$ cat src/rtl/ebpc_pkg.sv
// Shared EBPC stream parameters used by the zero run-length decoder.
package ebpc_pkg;
  localparam int unsigned DATA_W           = 8;
  localparam int unsigned LOG_MAX_ZRLE_LEN = 4;
  localparam int unsigned MAX_ZRLE_LEN     = 2 ** LOG_MAX_ZRLE_LEN;
  localparam int unsigned CNT_W            = 16;
  // Bits occupied by one zero-run symbol: marker '0' plus the length code.
  localparam int unsigned SYM_W            = 1 + LOG_MAX_ZRLE_LEN;
endpackage

$ cat src/rtl/zrld.sv
// Zero run-length decoder: turns the packed MSB-first ZRLE word stream back into
// one zero/non-zero flag per cycle, with an explicit per-block flag count.
module zrld
  import ebpc_pkg::*;
(
  input  logic              clk_i,
  input  logic              rst_ni,
  input  logic [DATA_W-1:0] data_i,
  input  logic              last_i,
  input  logic              vld_i,
  output logic              rdy_o,
  input  logic [CNT_W-1:0]  num_flags_i,
  output logic              is_one_o,
  output logic              last_o,
  output logic              vld_o,
  input  logic              rdy_i,
  output logic              idle_o,
  output logic              err_o
);
  localparam int unsigned BufW   = 2 * DATA_W;
  localparam int unsigned AvailW = $clog2(BufW + 1);
  localparam int unsigned RunW   = LOG_MAX_ZRLE_LEN + 1;
  localparam logic [AvailW-1:0] AvailWord = AvailW'(DATA_W);
  localparam logic [AvailW-1:0] AvailSym  = AvailW'(SYM_W);

  if (DATA_W < SYM_W) begin : g_width_check
    $error("zrld: DATA_W must be able to hold one complete zero-run symbol");
  end

  typedef enum logic [1:0] {StIdle, StDecode, StRun, StDrain} state_e;

  state_e                      state_q, state_d;
  logic [BufW-1:0]             buf_q, buf_d;
  logic [AvailW-1:0]           avail_q, avail_d;
  logic [CNT_W-1:0]            flags_q, flags_d;
  logic [RunW-1:0]             run_q, run_d;
  logic                        last_seen_q, last_seen_d;
  logic                        err_q, err_d;

  logic                        in_dec_run, top_one, sym_ok, accept, fire, clear;
  logic [AvailW-1:0]           consumed;
  logic [LOG_MAX_ZRLE_LEN-1:0] code;

  always_comb begin
    in_dec_run = (state_q == StDecode) || (state_q == StRun);
    top_one    = (avail_q != '0) && buf_q[BufW-1];
    sym_ok     = !buf_q[BufW-1] && (avail_q >= AvailSym);
    code       = buf_q[BufW-2 -: LOG_MAX_ZRLE_LEN];
    rdy_o      = in_dec_run ? ((avail_q <= AvailWord) && !last_seen_q) : 1'b1;
    vld_o      = (state_q == StRun) || ((state_q == StDecode) && top_one);
    is_one_o   = (state_q == StDecode) && top_one;
    last_o     = vld_o && (flags_q == CNT_W'(1));
    idle_o     = (state_q == StIdle) && !vld_i;
    err_o      = err_q;
    accept     = vld_i && rdy_o;
    fire       = vld_o && rdy_i;
  end

  always_comb begin
    state_d     = state_q;
    buf_d       = buf_q;
    avail_d     = avail_q;
    flags_d     = flags_q;
    run_d       = run_q;
    last_seen_d = last_seen_q;
    err_d       = 1'b0;
    consumed    = '0;
    clear       = 1'b0;

    unique case (state_q)
      StIdle: begin
        if (vld_i) begin
          buf_d       = {data_i, {DATA_W{1'b0}}};
          avail_d     = AvailWord;
          flags_d     = num_flags_i;
          last_seen_d = last_i;
          state_d     = StDecode;
          if (num_flags_i == '0) begin
            err_d   = 1'b1;
            clear   = 1'b1;
            state_d = last_i ? StIdle : StDrain;
          end
        end
      end
      StDecode: begin
        if (top_one) begin
          if (rdy_i) begin
            consumed = AvailW'(1);
            flags_d  = flags_q - CNT_W'(1);
          end
        end else if (sym_ok) begin
          // The symbol is swallowed without an output: one bubble per run.
          consumed = AvailSym;
          run_d    = RunW'(code) + RunW'(1);
          state_d  = StRun;
        end else if (last_seen_q) begin
          err_d   = 1'b1;
          clear   = 1'b1;
          state_d = StIdle;
        end
      end
      StRun: begin
        if (rdy_i) begin
          run_d   = run_q - RunW'(1);
          flags_d = flags_q - CNT_W'(1);
          if (run_q == RunW'(1)) state_d = StDecode;
        end
      end
      StDrain: begin
        if (vld_i && last_i) state_d = StIdle;
      end
      default: state_d = StIdle;
    endcase

    // New word lands directly below the bits that survive this cycle's consumption.
    if (in_dec_run) begin
      buf_d   = buf_q << consumed;
      avail_d = avail_q - consumed;
      if (accept) begin
        buf_d       = buf_d | ({data_i, {DATA_W{1'b0}}} >> avail_d);
        avail_d     = avail_d + AvailWord;
        last_seen_d = last_i;
      end
    end

    if (fire && last_o) begin
      clear   = 1'b1;
      state_d = (last_seen_q || (accept && last_i)) ? StIdle : StDrain;
    end

    if (clear) begin
      buf_d       = '0;
      avail_d     = '0;
      flags_d     = '0;
      run_d       = '0;
      last_seen_d = 1'b0;
    end
  end

  always_ff @(posedge clk_i or negedge rst_ni) begin
    if (!rst_ni) begin
      state_q     <= StIdle;
      buf_q       <= '0;
      avail_q     <= '0;
      flags_q     <= '0;
      run_q       <= '0;
      last_seen_q <= 1'b0;
      err_q       <= 1'b0;
    end else begin
      state_q     <= state_d;
      buf_q       <= buf_d;
      avail_q     <= avail_d;
      flags_q     <= flags_d;
      run_q       <= run_d;
      last_seen_q <= last_seen_d;
      err_q       <= err_d;
    end
  end
endmodule

$ cat config.mk
export PLATFORM = sky130hd
export DESIGN_NAME = zrld
export DESIGN_NICKNAME = d
export VERILOG_FILES = /design/src/rtl/ebpc_pkg.sv /design/src/rtl/zrld.sv
export SDC_FILE = /design/constraint.sdc
export NUM_CORES = 1
export LEC_CHECK = 0
export CORE_MARGIN = 3
export CORE_UTILIZATION = 40
export DETAILED_ROUTE_END_ITERATION = 16
export GPL_TIMING_DRIVEN = 0
export PLACE_DENSITY = 0.63
export SLEW_MARGIN = 10
export SYNTH_ARGS = -nofsm -noshare
export SYNTH_HDL_FRONTEND = slang
export SYNTH_SLANG_ARGS = --single-unit
export TNS_END_PERCENT = 100
$ cat constraint.sdc
create_clock -name clk_i -period 9.9 [get_ports clk_i]
set_input_delay 1.98 -clock clk_i [delete_from_list [all_inputs] [get_ports clk_i]]
set_output_delay 1.98 -clock clk_i [all_outputs]
set_load 0.03 [all_outputs]
# Word level (Yosys, flattened, before mapping)
# Index checks and enable logic that the tools add are counted.
# W data, S select, Z words.
dict set report op_classes {
  n_addsub 5
  order_cmp 2
  n_eq_ne 16
  n_shift 2
  n_mux 49
  n_bitwise 1
  n_reduce_logical 28
}
# operator count
set ops {}
lappend ops {{$mux W16} 9}
lappend ops {{$mux W5} 11}
lappend ops {{$pmux W16 S3} 1}
lappend ops {{$mux W2} 11}
lappend ops {{$ne A3 B3 Y1 const B} 6}
lappend ops {{$eq A16 B1 Y1 const B} 1}
lappend ops {{$logic_not A16 Y1} 1}
lappend ops {{$or A16 B16 Y16} 1}
lappend ops {{$shl A16 B5 Y16} 1}
lappend ops {{$shr A16 B5 Y16} 1}
lappend ops {{$sub A16 B1 Y16 const B} 1}
lappend ops {{$mux W1} 13}
lappend ops {{$logic_and A1 B1 Y1} 11}
lappend ops {{$pmux W5 S2} 1}
lappend ops {{$ne A3 B2 Y1 const B} 3}
lappend ops {{$reduce_bool A3 Y1} 3}
lappend ops {{$pmux W2 S4} 1}
lappend ops {{$reduce_and A6 Y1} 1}
lappend ops {{$add A4 B1 Y5 const B} 1}
lappend ops {{$add A5 B4 Y5 const B} 1}
lappend ops {{$eq A5 B1 Y1 const B} 1}
lappend ops {{$ge A5 B3 Y1 const B} 1}
lappend ops {{$le A5 B4 Y1 const B} 1}
lappend ops {{$reduce_bool A5 Y1} 1}
lappend ops {{15 further kinds} 20}
dict set report word_totals {
  register_bits 46
  in_bits 29
}

# Depth between registers and ports, before layout
# Gate-level depths: netlist of run 1.
dict set report logic_depth {
  depth_word 11
  depth_mapped 15
  ltp_nobuf 13
}

# Worst setup path before layout of run 1
# No wires, ideal clock.
dict set report synth_path {
  kind {input-to-output}
  from {input vld_i}
  to {output idle_o}
  t_arrival_ns 2.475
  t_required_ns 7.920
  setup_slack_ns 5.445
  stages 1
  path_buffers 0
  path_cell_list {nor2b_1}
}
dict set report synth_between {
  elab_chain_len 2
}
# item line
set synth_lines {}
lappend synth_lines {{start, declared} zrld.sv:10} ;# input logic vld_i,
lappend synth_lines {{$logic_not A1 Y1} zrld.sv:53} ;# idle_o = (state_q == StIdle) && !vld_i;
lappend synth_lines {{$logic_and A1 B1 Y1} zrld.sv:53}
lappend synth_lines {{end, declared} zrld.sv:17} ;# output logic idle_o,
# Every way passes these cells.

# Worst setup path after layout of run 1
dict set report layout_path {
  from {input rdy_i}
  to {register buf_q[4]}
}
dict set report layout_between {
  elab_chain_len 9
  word_cells_on_any_way 16
  classes_between {add/sub (1); shift (2); mux (7); bitwise (1); reduce/logical (5)}
}
# item line
set layout_lines {}
lappend layout_lines {{start, declared} zrld.sv:16} ;# input logic rdy_i,
lappend layout_lines {{$mux W1} zrld.sv:87} ;# if (rdy_i) begin
lappend layout_lines {{$mux W5} zrld.sv:86} ;# if (top_one) begin
lappend layout_lines {{$mux W5} zrld.sv:70} ;# unique case (state_q)
lappend layout_lines {{$sub A5 B5 Y5} zrld.sv:118} ;# avail_d = avail_q - consumed;
lappend layout_lines {{$shr A16 B5 Y16} zrld.sv:120} ;# buf_d = buf_d | ({data_i, {DATA_W{1'b0}}} >> avail_d);
lappend layout_lines {{$or A16 B16 Y16} zrld.sv:120}
lappend layout_lines {{$mux W16} zrld.sv:119} ;# if (accept) begin
lappend layout_lines {{$mux W16} zrld.sv:116} ;# if (in_dec_run) begin
lappend layout_lines {{$mux W16} zrld.sv:131} ;# if (clear) begin
lappend layout_lines {{end signal, assigned} zrld.sv:151} ;# buf_q <= buf_d;
lappend layout_lines {{end, declared} zrld.sv:33} ;# logic [BufW-1:0] buf_q, buf_d;
# Several ways; a longest one is shown, not always the timed one.
# A chain may end at the register's enable or synchronous reset.

==> results.yml, run 1 <==
run_status:
  status: "finished, final reports clean"
placement:
  portBuffers: 34
  gp_congestion: 0.9194
  hpwl_mm: 9.280
  placed_cells_incl_taps: 624
  place_ws_ns: 4.035
timing:
  finalCritPeriodShare: 0.5715
  hold_viol: 0
  finalSetupViolCount: 0
  period_needed_ns: 5.658
  fin_tns_setup_ns: 0
  fin_skew_ns: 0.01423
  slew_headroom: 0.4960
  tightestPinTransition_ns: 0.7498
  rsz0062_at_grt: "false"
  layout_setup_ws_ns: 4.242
  holdWs_ns: 0.5634
  fmax_mhz: 176.7
  slew_viol_final: 0
cells_and_area:
  final_cell_mix: "nand2_1 (49), dfrtp_1 (46), nor2_1 (35)"
  drive_gt1_frac: 0.08946
  final_common_cell: "nand2_1"
  stdcell_count: 632
  area_growth_pct: 15.63
  finalNetCount: 543
  diodes: 0
route:
  firstDrtPassIters: 6
  detail_route.vias_per_cell: 6.125
  wl_per_cell_um: 19.30
  drtAntennaViolNets: 0
  vias: 3871
  dr.first_iter.drc_count: 387
  drc: 0
  wl_mm: 12.20
floorplan:
  dieArea_sq_um: 10860
  core-area_sq_um: 9328
  start_util: 0.4135
  ioPinCount: 35
  fp.dieH_um: 104.2
  placementRows: 35
  die_w_um: 104.2
synthesis:
  synthFlopType: "dfrtp_1"
  ys_seq_area_frac: 0.2984
  netlist.top_cell.by_area: "dfrtp_1"
  netlist_area_sq_um: 3857
  ys_ff_latch: 46
  synthCells: 460
  netlist_top_cells_area: "dfrtp_1 (30%), nand2_1 (4.8%), mux2i_1 (4.4%), a21oi_1 (3.9%), ha_1 (3.9%)"
  yosysTopAreaCellShare: 0.2984
  yosysWarnings: 0
  synth_nets: 501
  synth_edf_count: 0
  async_flop_share: 1.000
  postSynthAreaPerCell_sq_um: 8.386
  ys_types: 78
min_path:
  min_path_type: "reg -> reg"
grt:
  grt_pass1_vias: 3676
  grt_usage: 0.2270
  grt_max_degree: 35
  antenna_found_initial: 0
  overflow: 0
  grt_first_pass_wirelength_mm: 20.09
run:
  maxCapViolCount: 0
cts:
  clock_latency_ns: 0.31
  clock-sinks: 46
  cts_hold_buffers: 0
  cts_made_buffers: 5
  clkTransAtPathRegs_ns: 0.09
  root_buffer: "clkbuf_8"
  cts_tree: "built"
  cts_buffer_depth: 2
  cts-resized-gates: 0
  cts_setup_buffers: 0
  cts_htree_levels: 2
critical_path:
  crit_type: "in -> reg"
  start_kind: "input pin"
  path_max_fanout: 11
  crit_arrival_ns: 5.89
  required_ns: 10.13
  worst_setup_path_end_kind: "flop"
## worst max-delay path: stages
cell and delay [ns]:
clkdlybuf4s50_1 0.75, nand3_1 0.16, a21oi_1 0.53, nor2_1 0.26, inv_2 0.26, ha_1 0.18, buf_2 0.20, xnor2_1 0.34
mux2_2 0.43, or4_1 0.41, o31ai_1 0.10, a22oi_1 0.11, o2bb2ai_1 0.18
## per-stage QoR
step / util / cell area, sq um
floorplan: - / 3857
global placement: 0.4673 / 4359
detailed placement: 0.4689 / 4374
CTS: 0.4782 / 4461
global route: 0.4782 / 4461
finish: 0.4782 / 4461
## kinds of logic (layout without fill, tap and decap cells)
logic type | Yosys count | in the layout | synth area share
simple gates | 167 | 167 | 0.2251
buf+inv | 39 | 82 | 0.04314
xor+xnor | 10 | 10 | 0.03633
mux | 23 | 23 | 0.06260
flops | 46 | 46 | 0.2984
compound gates | 163 | 163 | 0.2955
fa+ha+maj | 12 | 12 | 0.03892
## layer usage
layer | track usage | vias up | share of wire
met4 | 0.05033 | 0 | 0.0097
met1 | 0.3435 | 1860 | 0.48
li1 | - | 1832 | -
met5 | 0 | - | 0
met2 | 0.3394 | 169 | 0.43
met3 | 0.03662 | 10 | 0.076
## state kept, by name, summed over array words and instances (netlist names)
| signal | cells |
|---|---|
| avail_q | 5 |
| buf_q | 16 |
| err_o | 1 |
| flags_q | 16 |
| last_seen_q | 1 |
| run_q | 5 |
| state_q | 2 |
## area by class of cell
| type | instances | area, sq um |
|---|---|---|
| multi-input combinational | 375 | 2540 |
| inverter | 16 | 60.06 |
| timing repair buffer | 35 | 355.3 |
| clock buffer | 6 | 72.57 |
| clock inverter | 2 | 13.76 |
| sequential | 46 | 1151 |
| fill | 919 | 4867 |
| buffer | 23 | 106.4 |
| tap | 129 | 161.4 |
## final timing paths
path | start | endpoint | slack [ns] | cells after the start
max | rdy_i | buf_q[4]$_DFFE_PN0P_ | 4.24 | 13
min reg2reg | buf_q[0]$_DFFE_PN0P_ | buf_q[0]$_DFFE_PN0P_ | 0.56 | 1
min in group asynchronous | rst_ni | run_q[3]$_DFFE_PN0P_ | 1.56 | 1
max reg2reg | state_q[1]$_DFFE_PN0P_ | buf_q[4]$_DFFE_PN0P_ | 5.75 | 15
min | buf_q[0]$_DFFE_PN0P_ | buf_q[0]$_DFFE_PN0P_ | 0.56 | 1
max in group asynchronous | rst_ni | buf_q[11]$_DFFE_PN0P_ | 7.84 | 2
## synthesized netlist by cell type, types with 8 or more instances
| cell type | n |
|---|---|
| dfrtp_1 | 46 |
| inv_1 | 13 |
| o21ai_0 | 21 |
| buf_2 | 10 |
| nand3_1 | 15 |
| nor2_1 | 35 |
| mux2i_1 | 17 |
| a31oi_1 | 11 |
| a211oi_1 | 12 |
| clkbuf_1 | 11 |
| o22ai_1 | 11 |
| o21ai_1 | 17 |
| and3_1 | 8 |
| nand2_1 | 49 |
| ha_1 | 12 |
| nor3_1 | 9 |
| a21oi_1 | 30 |
Power of run 1 is left out: the tool's default activity adds up to more than one toggle a clock period on the data nets, which glitch-free logic cannot reach.
==> inputs of run 2 (changes only) <==
--- a/config.mk
+++ b/config.mk
@@ -9,7 +9,7 @@
 export CORE_UTILIZATION = 40
 export DETAILED_ROUTE_END_ITERATION = 16
 export GPL_TIMING_DRIVEN = 0
-export PLACE_DENSITY = 0.63
+export PLACE_DENSITY = 0.65
 export SLEW_MARGIN = 10
 export SYNTH_ARGS = -nofsm -noshare
 export SYNTH_HDL_FRONTEND = slang
==> constraint.sdc (replaced) <==
create_clock -name clk_i -period 4.7 [get_ports clk_i]
set_input_delay 0.94 -clock clk_i [delete_from_list [all_inputs] [get_ports clk_i]]
set_output_delay 0.94 -clock clk_i [all_outputs]
set_load 0.03 [all_outputs]
==> run 2 against run 1 <==
  * Final cell count stayed put
  * Utilization is 0.11 points higher
  * First-iteration DRC count shrank 26%
  * Worst hold slack worse by 0.051 ns
  * Sequential share of layout area decreased by 0.058 points
  * Die area stayed put
  * Register-to-register slack worse by 5.0 ns
  * Clock-buffer cell count down 1
  * Clock skew fell by 0.0072 ns
  * Design area up 0.22%
  * Sequential cell count unchanged
  * Global-route usage down 0.43 points
  * Critical endpoint unchanged
==> results.yml, run 2 (synthesis results as in run 1) <==
timing:
  period_needed_ns: 4.439
  slew_headroom: 0.5068
  hold_viol: 0
  fin_skew_ns: 0.007048
  finalCritPeriodShare: 0.9444
  slew_viol_final: 0
  tightestPinTransition_ns: 0.7337
  rsz0062_at_grt: "false"
  finalSetupViolCount: 0
  fmax_mhz: 225.3
route:
  vias: 3826
  drtAntennaViolNets: 0
  wl_mm: 11.89
  wl_per_cell_um: 18.82
  firstDrtPassIters: 5
  dr.first_iter.drc_count: 288
  drc: 0
  detail_route.vias_per_cell: 6.054
grt:
  grt_first_pass_wirelength_mm: 19.69
  antenna_found_initial: 0
  grt_pass1_vias: 3638
  grt_usage: 0.2227
  overflow: 0
  grt_max_degree: 36
cells_and_area:
  reg_top3: "buf_q x16, flags_q x16"
  finalNetCount: 543
  final_cell_mix: "nand2_1 (49), dfrtp_1 (46), nor2_1 (35)"
  area_growth_pct: 15.89
  drive_gt1_frac: 0.09344
  final_common_cell: "nand2_1"
  fin_area_sq_um: 4471
  diodes: 0
critical_path:
  worst_setup_path_end_kind: "flop"
  start_kind: "input pin"
  crit_type: "in -> reg"
  max_stage_delay_ns: 0.64
  r2r_slack_ns: 0.73
  required_ns: 4.93
  critPathTopFamily: "buffers and inverters"
  crit_chain: "clkdlybuf4s50_1 > nand3_1 > a21oi_2 > nor2_1 > inv_2 > ha_1 > buf_2 > xnor2_1 > mux2_2 > or4_1 > o31ai_1 > a22oi_1 > o2bb2ai_1"
  crit_arrival_ns: 4.67
  path_buf_inv: 3
  path_max_fanout: 11
  crit_slowest_cell: "clkdlybuf4s50_1"
cts:
  cts_buffer_depth: 2
  cts_hold_buffers: 0
  cts_setup_buffers: 0
  clock-sinks: 46
  cts_tree: "built"
  cts_htree_levels: 2
  clkTransAtPathRegs_ns: 0.10
  cts_made_buffers: 5
  clock_latency_ns: 0.31
  root_buffer: "clkbuf_8"
floorplan:
  core-area_sq_um: 9328
  fp.dieH_um: 104.2
  placementRows: 35
  ioPinCount: 35
  start_util: 0.4135
  dieArea_sq_um: 10860
  die_w_um: 104.2
min_path:
  min_path_type: "in -> async"
placement:
  gp_congestion: 0.9129
  hpwl_mm: 9.313
  placed_cell_area_sq_um: 4374
  portBuffers: 34
run:
  maxCapViolCount: 0
run_status:
  status: "finished, final reports clean"
[run 2: cell count changes in the layout (fill, tap and decap cells not counted), sizes merged]
cell / delta
clkbuf: -1
clkinv: -2
clkinvlp: +2
inv: +1
[run 2: area by class of cell]
class	count	area, sq um
Timing Repair Buffer	35	355.3
Tap cell	129	161.4
Clock buffer	5	68.82
Multi-Input combinational cell	375	2544
Inverter	16	60.06
Clock inverter	3	23.77
Fill cell	937	4857
Buffer	23	106.4
Sequential cell	46	1151
[run 2: through the flow]
step,cells,hold slack (ns),setup TNS (ns),worst slack [ns],utilization
after floorplan,460,0.4782,0,1.289,-
after global placement,623,0.5328,-0.3089,-0.1615,0.4673
after detailed placement,624,0.5289,-0.4149,-0.1754,0.4689
after CTS,632,0.5243,0,0.1587,0.4789
after global routing,632,0.5278,0,0.01842,0.4793
final,632,0.5126,0,0.2612,0.4793
[run 2: worst register-to-register path, stage by stage (launching register included)]
cell and delay, ns:
dfrtp_1 0.41, inv_1 0.08, ha_1 0.20, buf_2 0.20, nand3_1 0.14, a21oi_2 0.10
nor2_1 0.38, inv_2 0.21, ha_1 0.22, buf_2 0.17, xnor2_1 0.54, mux2_2 0.42
or4_1 0.40, o31ai_1 0.11, a22oi_1 0.11, o2bb2ai_1 0.18
[run 2: worst paths after layout]
path | startpoint | end | cells past startpoint
max in group asynchronous | rst_ni | flags_q[10]$_DFFE_PN0P_ | 2
min reg2reg | buf_q[0]$_DFFE_PN0P_ | buf_q[0]$_DFFE_PN0P_ | 1
min | rst_ni | state_q[0]$_DFFE_PN0P_ | 1
min in group clk_i | buf_q[0]$_DFFE_PN0P_ | buf_q[0]$_DFFE_PN0P_ | 1
max reg2reg | state_q[1]$_DFFE_PN0P_ | buf_q[4]$_DFFE_PN0P_ | 15
max | rdy_i | buf_q[4]$_DFFE_PN0P_ | 13
[run 2: per-layer routing]
layer / global-route usage / vias up / wire, um
met3: 0.03662 / 13 / 693
met1: 0.3326 / 1855 / 5788
met5: 0 / - / 0
met2: 0.3352 / 129 / 5248
met4: 0.05413 / 0 / 163
li1: - / 1829 / -
[run 2: repair_timing]
action                                 in CTS  in global routing
setup endpoints to repair                   0                  5
resized for setup                           0                  1
endpoints found under the hold margin       0                  0
Power of run 2 is left out for the same reason.
